## config.mk

```make
export PLATFORM = sky130hd
export DESIGN_NAME = seg7_multi_display_flat
export DESIGN_NICKNAME = d
export VERILOG_FILES = /design/src/rtl/seg7_pkg.sv /design/src/rtl/seg7_multi_display_if.sv /design/src/rtl/seg7_digit_decode.sv /design/src/rtl/seg7_multi_display.sv /design/src/flat_wrapper.sv
export SDC_FILE = /design/constraint.sdc
export NUM_CORES = 1
export LEC_CHECK = 0
export CAP_MARGIN = 30
export CORE_MARGIN = 10
export CORE_UTILIZATION = 40
export CTS_CLUSTER_SIZE = 24
export DETAILED_ROUTE_END_ITERATION = 6
export GPL_TIMING_DRIVEN = 0
export PLACE_DENSITY_LB_ADDON = 0.1
export REMOVE_ABC_BUFFERS = 1
export SLEW_MARGIN = 20
export SYNTH_ARGS = -nofsm -noshare
export SYNTH_HDL_FRONTEND = slang
export SYNTH_SLANG_ARGS = --single-unit
```

## constraint.sdc

```tcl
create_clock -name clk -period 4 [get_ports clk]
set_clock_uncertainty 0.05 [all_clocks]
set_input_delay 0.6 -clock clk [delete_from_list [all_inputs] [get_ports clk]]
set_output_delay 0.6 -clock clk [all_outputs]
set_load 0.01 [all_outputs]
```

## src/rtl/seg7_pkg.sv

```systemverilog
// Shared constants, state encoding and helpers for the multi-digit 7-segment display.
// Segment bytes are active-low with bit 7 as the decimal point.
package seg7_pkg;

    localparam logic [7:0] SEG_OFF  = 8'hFF;
    localparam logic [7:0] SEG_DASH = 8'hBF;

    // Entry n holds the segment byte for decimal digit n (entry 0 is the LSB slice).
    localparam logic [9:0][7:0] SEG_TABLE = {
        8'h90, 8'h80, 8'hF8, 8'h82, 8'h92,
        8'h99, 8'hB0, 8'hA4, 8'hF9, 8'hC0
    };

    typedef enum logic [1:0] {
        IDLE   = 2'd0,
        SHIFT  = 2'd1,
        UPDATE = 2'd2
    } state_t;

    // Largest value representable on n decimal digits (10^n - 1).
    function automatic int unsigned pow10_minus1(input int unsigned n);
        int unsigned p;
        p = 1;
        for (int unsigned k = 0; k < n; k++) begin
            p = p * 10;
        end
        return p - 1;
    endfunction

endpackage

```

## src/rtl/seg7_multi_display_if.sv

```systemverilog
// Input handshake bundle: value, blanking and decimal-point controls qualified by valid/ready.
// A transfer happens on a rising clock edge where in_valid and in_ready are both high.
interface seg7_multi_display_if #(
    parameter int WIDTH      = 14,
    parameter int NUM_DIGITS = 4
);
    logic                  in_valid;
    logic                  in_ready;
    logic [WIDTH-1:0]      in_value;
    logic                  blank_lz;
    logic [NUM_DIGITS-1:0] dp_mask;

    modport master (
        output in_valid,
        output in_value,
        output blank_lz,
        output dp_mask,
        input  in_ready
    );

    modport slave (
        input  in_valid,
        input  in_value,
        input  blank_lz,
        input  dp_mask,
        output in_ready
    );
endinterface

```

## src/rtl/seg7_digit_decode.sv

```systemverilog
// Combinational BCD nibble to active-low segment byte; non-decimal nibbles go dark.
module seg7_digit_decode
    import seg7_pkg::*;
(
    input  logic [3:0] nibble,
    output logic [7:0] seg
);

    always_comb begin
        seg = SEG_OFF;
        if (nibble <= 4'd9) begin
            seg = SEG_TABLE[nibble];
        end
    end

endmodule

```

## src/rtl/seg7_multi_display.sv

```systemverilog
// Binary-to-BCD display driver: accepts a value, runs a sequential double-dabble,
// then registers all segment bytes at once so the display never shows partial results.
module seg7_multi_display
    import seg7_pkg::*;
#(
    parameter int NUM_DIGITS = 4,
    parameter int WIDTH      = 14
) (
    input  logic                    clk,
    input  logic                    reset,
    seg7_multi_display_if.slave     in_if,
    output logic [8*NUM_DIGITS-1:0] hex,
    output logic                    busy,
    output logic                    overflow,
    output state_t                  state_dbg
);

    if (NUM_DIGITS < 1 || NUM_DIGITS > 8) begin : g_bad_num_digits
        $error("seg7_multi_display: NUM_DIGITS must be in 1..8");
    end
    if (WIDTH < 1 || WIDTH > 27) begin : g_bad_width
        $error("seg7_multi_display: WIDTH must be in 1..27");
    end

    localparam int          BCD_W   = 4 * NUM_DIGITS;
    localparam int          CNT_W   = 5;
    localparam logic [31:0] MAX_VAL = 32'(pow10_minus1(NUM_DIGITS));

    state_t                  state_q, state_d;
    logic [WIDTH-1:0]        value_q, value_d;
    logic [BCD_W-1:0]        bcd_q, bcd_d;
    logic [BCD_W-1:0]        bcd_adj;
    logic [CNT_W-1:0]        cnt_q, cnt_d;
    logic                    blank_q, blank_d;
    logic [NUM_DIGITS-1:0]   dp_q, dp_d;
    logic                    ovf_pend_q, ovf_pend_d;
    logic [8*NUM_DIGITS-1:0] hex_q, hex_d;
    logic                    overflow_q, overflow_d;
    logic [8*NUM_DIGITS-1:0] disp;
    logic [7:0]              seg_raw [NUM_DIGITS];
    logic                    in_ready_int;
    logic                    busy_int;

    // State register plus all datapath flops
    always_ff @(posedge clk) begin
        if (reset) begin
            state_q    <= IDLE;
            value_q    <= '0;
            bcd_q      <= '0;
            cnt_q      <= '0;
            blank_q    <= 1'b0;
            dp_q       <= '0;
            ovf_pend_q <= 1'b0;
            hex_q      <= '1;
            overflow_q <= 1'b0;
        end else begin
            state_q    <= state_d;
            value_q    <= value_d;
            bcd_q      <= bcd_d;
            cnt_q      <= cnt_d;
            blank_q    <= blank_d;
            dp_q       <= dp_d;
            ovf_pend_q <= ovf_pend_d;
            hex_q      <= hex_d;
            overflow_q <= overflow_d;
        end
    end

    always_comb begin
        state_d = state_q;
        unique case (state_q)
            IDLE:    if (in_if.in_valid) state_d = SHIFT;
            SHIFT:   if (cnt_q == CNT_W'(1)) state_d = UPDATE;
            UPDATE:  state_d = IDLE;
            default: state_d = IDLE;
        endcase
    end

    always_comb begin
        in_ready_int = (state_q == IDLE);
        busy_int     = (state_q != IDLE);
    end

    // Double-dabble correction: any nibble of 5 or more would exceed 9 after the shift
    always_comb begin
        bcd_adj = bcd_q;
        for (int i = 0; i < NUM_DIGITS; i++) begin
            if (bcd_q[4*i +: 4] >= 4'd5) begin
                bcd_adj[4*i +: 4] = bcd_q[4*i +: 4] + 4'd3;
            end
        end
    end

    always_comb begin
        value_d    = value_q;
        bcd_d      = bcd_q;
        cnt_d      = cnt_q;
        blank_d    = blank_q;
        dp_d       = dp_q;
        ovf_pend_d = ovf_pend_q;
        hex_d      = hex_q;
        overflow_d = overflow_q;
        unique case (state_q)
            IDLE: begin
                if (in_if.in_valid) begin
                    value_d    = in_if.in_value;
                    bcd_d      = '0;
                    cnt_d      = CNT_W'(WIDTH);
                    blank_d    = in_if.blank_lz;
                    dp_d       = in_if.dp_mask;
                    ovf_pend_d = (32'(in_if.in_value) > MAX_VAL);
                end
            end
            SHIFT: begin
                bcd_d   = {bcd_adj[BCD_W-2:0], value_q[WIDTH-1]};
                value_d = value_q << 1;
                cnt_d   = cnt_q - CNT_W'(1);
            end
            UPDATE: begin
                hex_d      = disp;
                overflow_d = ovf_pend_q;
            end
            default: ;
        endcase
    end

    for (genvar g = 0; g < NUM_DIGITS; g++) begin : g_dec
        seg7_digit_decode u_dec (
            .nibble (bcd_q[4*g +: 4]),
            .seg    (seg_raw[g])
        );
    end

    // Walk from the top digit down; zero_above stays set while every digit so far is zero
    always_comb begin
        logic       zero_above;
        logic [7:0] seg;
        zero_above = 1'b1;
        seg        = SEG_OFF;
        disp       = '1;
        for (int i = NUM_DIGITS - 1; i >= 0; i--) begin
            zero_above = zero_above && (bcd_q[4*i +: 4] == 4'd0);
            if (ovf_pend_q) begin
                seg = SEG_DASH;
            end else begin
                seg = (blank_q && zero_above && i != 0) ? SEG_OFF : seg_raw[i];
                if (dp_q[i]) begin
                    seg[7] = 1'b0;
                end
            end
            disp[8*i +: 8] = seg;
        end
    end

    assign in_if.in_ready = in_ready_int;
    assign busy           = busy_int;
    assign hex            = hex_q;
    assign overflow       = overflow_q;
    assign state_dbg      = state_q;

endmodule
```

## src/flat_wrapper.sv

```systemverilog
// flat-port wrapper written by rule: the top's interface ports become plain ports
module seg7_multi_display_flat import seg7_pkg::*;
#(
    parameter int NUM_DIGITS = 4,
    parameter int WIDTH      = 14
)
  (clk, reset, hex, busy, overflow, state_dbg, in_if_in_valid, in_if_in_value, in_if_blank_lz, in_if_dp_mask, in_if_in_ready);
  seg7_multi_display_if #(.WIDTH(WIDTH), .NUM_DIGITS(NUM_DIGITS)) in_if_i ();
  input  logic clk;
  input  logic reset;
  output logic [8*NUM_DIGITS-1:0] hex;
  output logic busy;
  output logic overflow;
  output state_t state_dbg;
  input wire logic [$bits(in_if_i.in_valid)-1:0] in_if_in_valid;
  input wire logic [$bits(in_if_i.in_value)-1:0] in_if_in_value;
  input wire logic [$bits(in_if_i.blank_lz)-1:0] in_if_blank_lz;
  input wire logic [$bits(in_if_i.dp_mask)-1:0] in_if_dp_mask;
  output wire logic [$bits(in_if_i.in_ready)-1:0] in_if_in_ready;
  assign in_if_i.in_valid = in_if_in_valid;
  assign in_if_i.in_value = in_if_in_value;
  assign in_if_i.blank_lz = in_if_blank_lz;
  assign in_if_i.dp_mask = in_if_dp_mask;
  assign in_if_in_ready = in_if_i.in_ready;
  seg7_multi_display #(.NUM_DIGITS(NUM_DIGITS), .WIDTH(WIDTH)) u_core (.clk(clk), .reset(reset), .in_if(in_if_i), .hex(hex), .busy(busy), .overflow(overflow), .state_dbg(state_dbg));
endmodule
```

==> metrics.txt, run 1 <==
status=complete, no violations; initial core utilization=41.3%; final hold slack=0.394 ns; input/output buffers=58; htree depth=3; DP Cell Count=694; All-Layer GR Usage=13.1%; HPWL after DPL=7190 um; CP startpoint kind=flop; # resized after CTS=0; R2R setup slack=0.85 ns; first-pass GRT wire length=17600 um; Async SR Flop Fraction=0%; share of layout cells above drive strength 1=5.47%; die width=129 um; min Tclk post-route=3.15 ns; hold_buf cts=0; Req. time, crit path=4.18 ns; largest net degree at the start of global routing=72; Crit. End Element=flop; Crit Path Category=flop to flop; Final nets=617; Ys Warns=0; grt total ovfl=0; drt drc=0; Power per Cell Area=362 nW/um2; Vias=3646; most frequent cells in the layout=104 x dfxtp_1, 62 x nor2_1, 57 x clkdlybuf4s50_1, 56 x nand2_1, 35 x nand2b_1; reg2reg start=u_core.state_dbg[0]$_SDFFE_PP0P_; Reg clk slew, reported paths=0.07 ns; max-slew violations=0; final setup vio count=0; die area=16700 um2; vias in the first global route=3598; top_reg_cell synth=dfxtp_1; Post-Route WL=10600 um; worst slew pin tran=0.975 ns; Avg Cell Area, Syn=9.06 um2; Hold Vio Cnt, Final=0; min-delay worst type=flop to flop; RePlAce Congestion=0.794; sequential area share after synthesis=43.8%; post-layout util=48.9%; Hold Path Cell Cnt=2; unrepaired setup endpoints after global routing=no; WP data arrival=3.32 ns; Die Y=129 um; Slew HR=34.8%; initial antenna violation count=0; fmax=0.318 GHz; EDFF count, synth=0; detailed-route wire length per cell=14.9 um; Netlist cell types=55; initial DRC count=177; most common cell after layout, fill and taps aside=dfxtp_1; Via density=5.14; crit-path max FO=31; post-CTS setup buffer count=0; R2R cell count=7; post-route ant nets=0; synthesized netlist cell count=525; IO Pins=59; IR drop worst, VDD=203 uV; P_leak=2.33 nW; core box area=11500 um2; period utilization=78.7%; Yosys reg bits=104; CTS tree=built; synthesized area=4760 um2; latest clock arrival within the worst-skew pair=0.35 ns; Final Non-Filler Cells=710; Worst Hold End=u_core.hex[20]$_SDFFE_PP1N_; clock root buffer=clkbuf_16; Row Count=39; worst-case clock buffer depth=2; max cap viols=0; # clock sinks=104; CTS Buf Count=9; P&R area growth vs syn=18.4%; drt pass-1 iters=4; antenna cells=0
power by group:
group	total (mW)	internal, mW	switching [mW]
registers	1.09	1.06	0.0228
logic	0.155	0.0689	0.0864
clock network	0.799	0.418	0.380
total	2.04	1.55	0.489
per-layer routing:
layer	part of all wire, %	track usage, %	up-vias	routed length, um
met4	2.0	6.29	0	207
li1	-	-	1890	-
met5	0	0	-	0
met2	46	21.2	55	4880
met3	4.0	3.26	13	426
met1	48	16.1	1688	5040
kinds of logic (layout without fill, tap and decap cells):
logic type,Yosys count,in the layout,synth area share [%]
DFF,104,104,43.8
AOI/OAI and AO/OA,117,117,18.7
muxes,17,17,3.58
buffers and inverters,64,106,5.81
xor gates and xnor gates,3,3,0.553
and+or+nand+nor,187,187,18.9
adders and majority gates,33,33,8.68
area by class of cell:
class / count / area, um2
Multi-Input combinational cell: 357 / 2400
Clock inverter: 6 / 36.3
Sequential cell: 104 / 2080
Clock buffer: 10 / 229
Tap cell: 143 / 179
Inverter: 31 / 116
Fill cell: 1142 / 5880
Timing Repair Buffer: 59 / 586
cells in the mapped netlist (all sizes together) (2+ instances only):
| master | instances | area share [%] |
|---|---|---|
| xnor2 | 2 | 0.37 |
| nor2b | 2 | 0.26 |
| buf | 15 | 1.9 |
| o21bai | 6 | 0.95 |
| o21ai | 6 | 0.63 |
| a31oi | 3 | 0.39 |
| dfxtp | 104 | 44 |
| a22oi | 8 | 1.3 |
| or2 | 2 | 0.26 |
| o21a | 3 | 0.47 |
| nor4 | 6 | 1.1 |
| a32o | 4 | 0.84 |
| nand2b | 35 | 4.6 |
| nor3b | 6 | 0.95 |
| mux2i | 17 | 3.6 |
| nor3 | 3 | 0.32 |
| o22ai | 25 | 3.3 |
| a221o | 4 | 0.84 |
| o2bb2ai | 4 | 0.74 |
| and2 | 4 | 0.53 |
| nand3 | 4 | 0.42 |
| inv | 31 | 2.4 |
| ha | 33 | 8.7 |
| nor2 | 63 | 5.0 |
| a21o | 3 | 0.47 |
| a2111oi | 3 | 1.5 |
| a311oi | 13 | 2.4 |
| a211o | 6 | 1.1 |
| nand2 | 56 | 4.4 |
| clkbuf | 18 | 1.4 |
| a21oi | 22 | 2.4 |
| a211oi | 2 | 0.42 |
metrics by stage:
stage	total power [mW]	setup TNS (ns)	cell area (um2)	setup slack, ns
after floorplan	1.19	0	4600	1.58
after global placement	1.26	-25.09	5360	-1.01
after detailed placement	1.27	0	5370	0.605
after CTS	2.07	0	5630	0.861
after global routing	2.13	0	5630	0.599
final	2.04	0	5630	0.854
worst max path at each step:
| stage | depth (start not counted) | endpoint | slack, ns | start |
|---|---|---|---|---|
| 4_1_cts | 8 | flop | 0.86 | u_core.state_dbg[0]$_SDFFE_PP0P_ |
| 6_report | 7 | flop | 0.85 | u_core.state_dbg[0]$_SDFFE_PP0P_ |
| 5_1_grt | 7 | flop | 0.60 | u_core.state_dbg[0]$_SDFFE_PP0P_ |
| 3_5_place_dp | 8 | flop | 0.61 | in_if_in_valid |
| 3_3_place_gp | 8 | flop | -1.01 | reset |
| 2_1_floorplan | 8 | flop | 1.58 | u_core.state_dbg[0]$_SDFFE_PP0P_ |
worst max-delay path: stages (launching register included):
cell and delay, ns:
dfxtp_1 0.80, o21ba_2 0.70, nor3_1 0.12, a211oi_1 0.72, inv_1 0.16, ha_1 0.24
mux2i_1 0.16, nor2_1 0.06
No activity file was read; power rests on OpenSTA's default activity.
==> run 2, diff against run 1 <==
clock period = 2.9 ns   (was 4 ns; I/O delays follow)
==> run 2 against run 1 <==
- global-route usage about the same
- cell count unchanged
- sequential cell count unchanged
- core utilization increased by 0.27 points
- via count about the same
- sequential power increased by 38%
- critical path type unchanged
==> metrics.txt, run 2 (same netlist as run 1, synthesis figures left out) <==
status=complete, no violations; post-CTS setup buffer count=0 (unchanged); unrepaired setup endpoints after global routing=no; fmax=0.375 GHz (+18%); final setup vio count=0 (unchanged); P&R area growth vs syn=19.1%; crit-path leading delay family=flip-flops; Crit Path Category=flop to flop; critical path launch point=u_core.state_dbg[1]$_SDFFE_PP0P_; Final Non-Filler Cells=710 (unchanged); Crit. End Element=flop; initial core utilization=41.3% (unchanged); hold_buf cts=0 (unchanged); HPWL after DPL=7190 um (unchanged); CTS tree=built; Req. time, crit path=3.08 ns (-1.10 ns); initial DRC count=169 (-4.5%); DP Cell Count=694 (unchanged); Power per Cell Area=498 nW/um2 (+37%); max cap viols=0 (unchanged); most frequent cells in the layout=103 x dfxtp_1, 61 x nor2_1, 57 x clkdlybuf4s50_1, 56 x nand2_1, 34 x nand2b_1; min Tclk post-route=2.66 ns (-0.482 ns); htree depth=3 (unchanged); Die Y=129 um (unchanged); worst stage delay on the critical path=0.74 ns (-0.06 ns); min-delay worst type=flop to flop; clock root buffer=clkbuf_16; All-Layer GR Usage=13.1% (-0.017 points); Fill cells=1136 (-0.53%); detailed-route wire length per cell=14.8 um (-0.62%); IR drop worst, VDD=279 uV (+38%); Reg clk slew, reported paths=0.07 ns (about the same); worst-case clock buffer depth=2 (unchanged); vias in the first global route=3593 (-0.14%); Post-Route WL=10500 um (-0.62%); drt drc=0 (unchanged); Critical-path top delay cell=dfxtp_1; share of layout cells above drive strength 1=6.53% (+1.1 points); die area=16700 um2 (unchanged); Hold Vio Cnt, Final=0 (unchanged); post-layout util=49.2% (+0.27 points); antenna cells=0 (unchanged); WP data arrival=2.84 ns (-0.48 ns); first-pass GRT wire length=17500 um (-0.16%); drt pass-1 iters=4 (unchanged); CP startpoint kind=flop; Hold Path Cell Cnt=2 (unchanged); core box area=11500 um2 (unchanged); period utilization=91.9% (+13 points); crit path cell chain=or3b_1 -> nor2_1 -> a211oi_2 -> inv_1 -> ha_1 -> mux2i_1 -> nor2_1; Worst path depth=7 (unchanged); Via density=5.13 (about the same); P_leak=2.34 nW (+0.43%); most numerous cell on the critical path=nor2_1; reg2reg start=u_core.state_dbg[1]$_SDFFE_PP0P_; Worst Path Buf+Inv=1 (unchanged); most common cell after layout, fill and taps aside=dfxtp_1; largest net degree at the start of global routing=72 (unchanged); die width=129 um (unchanged); Row Count=39 (unchanged); Slew HR=52.8% (+18 points); RePlAce Congestion=0.794 (unchanged); max-slew violations=0 (unchanged); crit-path max FO=15 (-52%); setup TNS=0 ns (unchanged); IO Pins=59 (unchanged); latest clock arrival within the worst-skew pair=0.35 ns (about the same); R2R cell count=7 (unchanged); worst slew pin tran=0.708 ns (-0.267 ns); initial antenna violation count=0 (unchanged); Final nets=617 (unchanged); input/output buffers=58 (unchanged); # resized after CTS=4 (+4); CTS Buf Count=9 (unchanged); post-route ant nets=0 (unchanged); # clock sinks=104 (unchanged); Vias=3644 (-0.055%); grt total ovfl=0 (unchanged)
[run 2: cell counts in the layout (fill, tap and decap cells not counted)]
Identical to the previous run, type by type.
[run 2: tightest hold or removal path: cells and delay by family, from the launching register on]
kind | cells | cell delay (ns)
flops | 1 | 0.31
simple gates | 1 | 0.06
compound gates | 1 | 0.05
[run 2: layer usage]
layer  share of wire [%]  track usage [%]  vias up
met5                   0                0        -
met4                 1.9             6.29        0
met3                 4.8             3.26       13
met2                  46             21.2       57
met1                  47             16.0     1679
li1                    -                -     1895
[run 2: per-stage QoR]
step                      total power, mW  area, um2  setup WS [ns]  hold WS [ns]
after floorplan                      1.64       4600          0.483         0.371
after global placement               1.74       5360          -1.95         0.374
after detailed placement             1.75       5370         -0.330         0.382
after CTS                            2.86       5650         0.0284         0.397
after global routing                 2.95       5660         0.0256         0.412
final                                2.82       5660          0.235         0.394
[run 2: where the power goes]
part	leakage [nW]	internal (mW)	switching, mW	total, mW
Sequential	0.846	1.47	0.0325	1.50
Clock	0.132	0.577	0.525	1.10
Combinational	1.37	0.0974	0.118	0.216
[run 2: cell type report]
| type | count | area, um2 | area share [%] |
|---|---|---|---|
| clock buffers | 10 | 229 | 4.04 |
| clock inverters | 6 | 36.3 | 0.641 |
| inverters | 31 | 116 | 2.05 |
| multi-input cells | 357 | 2430 | 43.0 |
| flip-flops and latches | 104 | 2080 | 36.8 |
| well taps | 143 | 179 | 3.16 |
| repair buffers | 59 | 586 | 10.3 |
[run 2: worst paths after layout]
check                                                    to  slack [ns]
worst max-delay path                                   flop        0.24
worst min-delay path            u_core.hex[20]$_SDFFE_PP1N_        0.39
worst max register to register                         flop        0.24
worst min register to register  u_core.hex[20]$_SDFFE_PP1N_        0.39
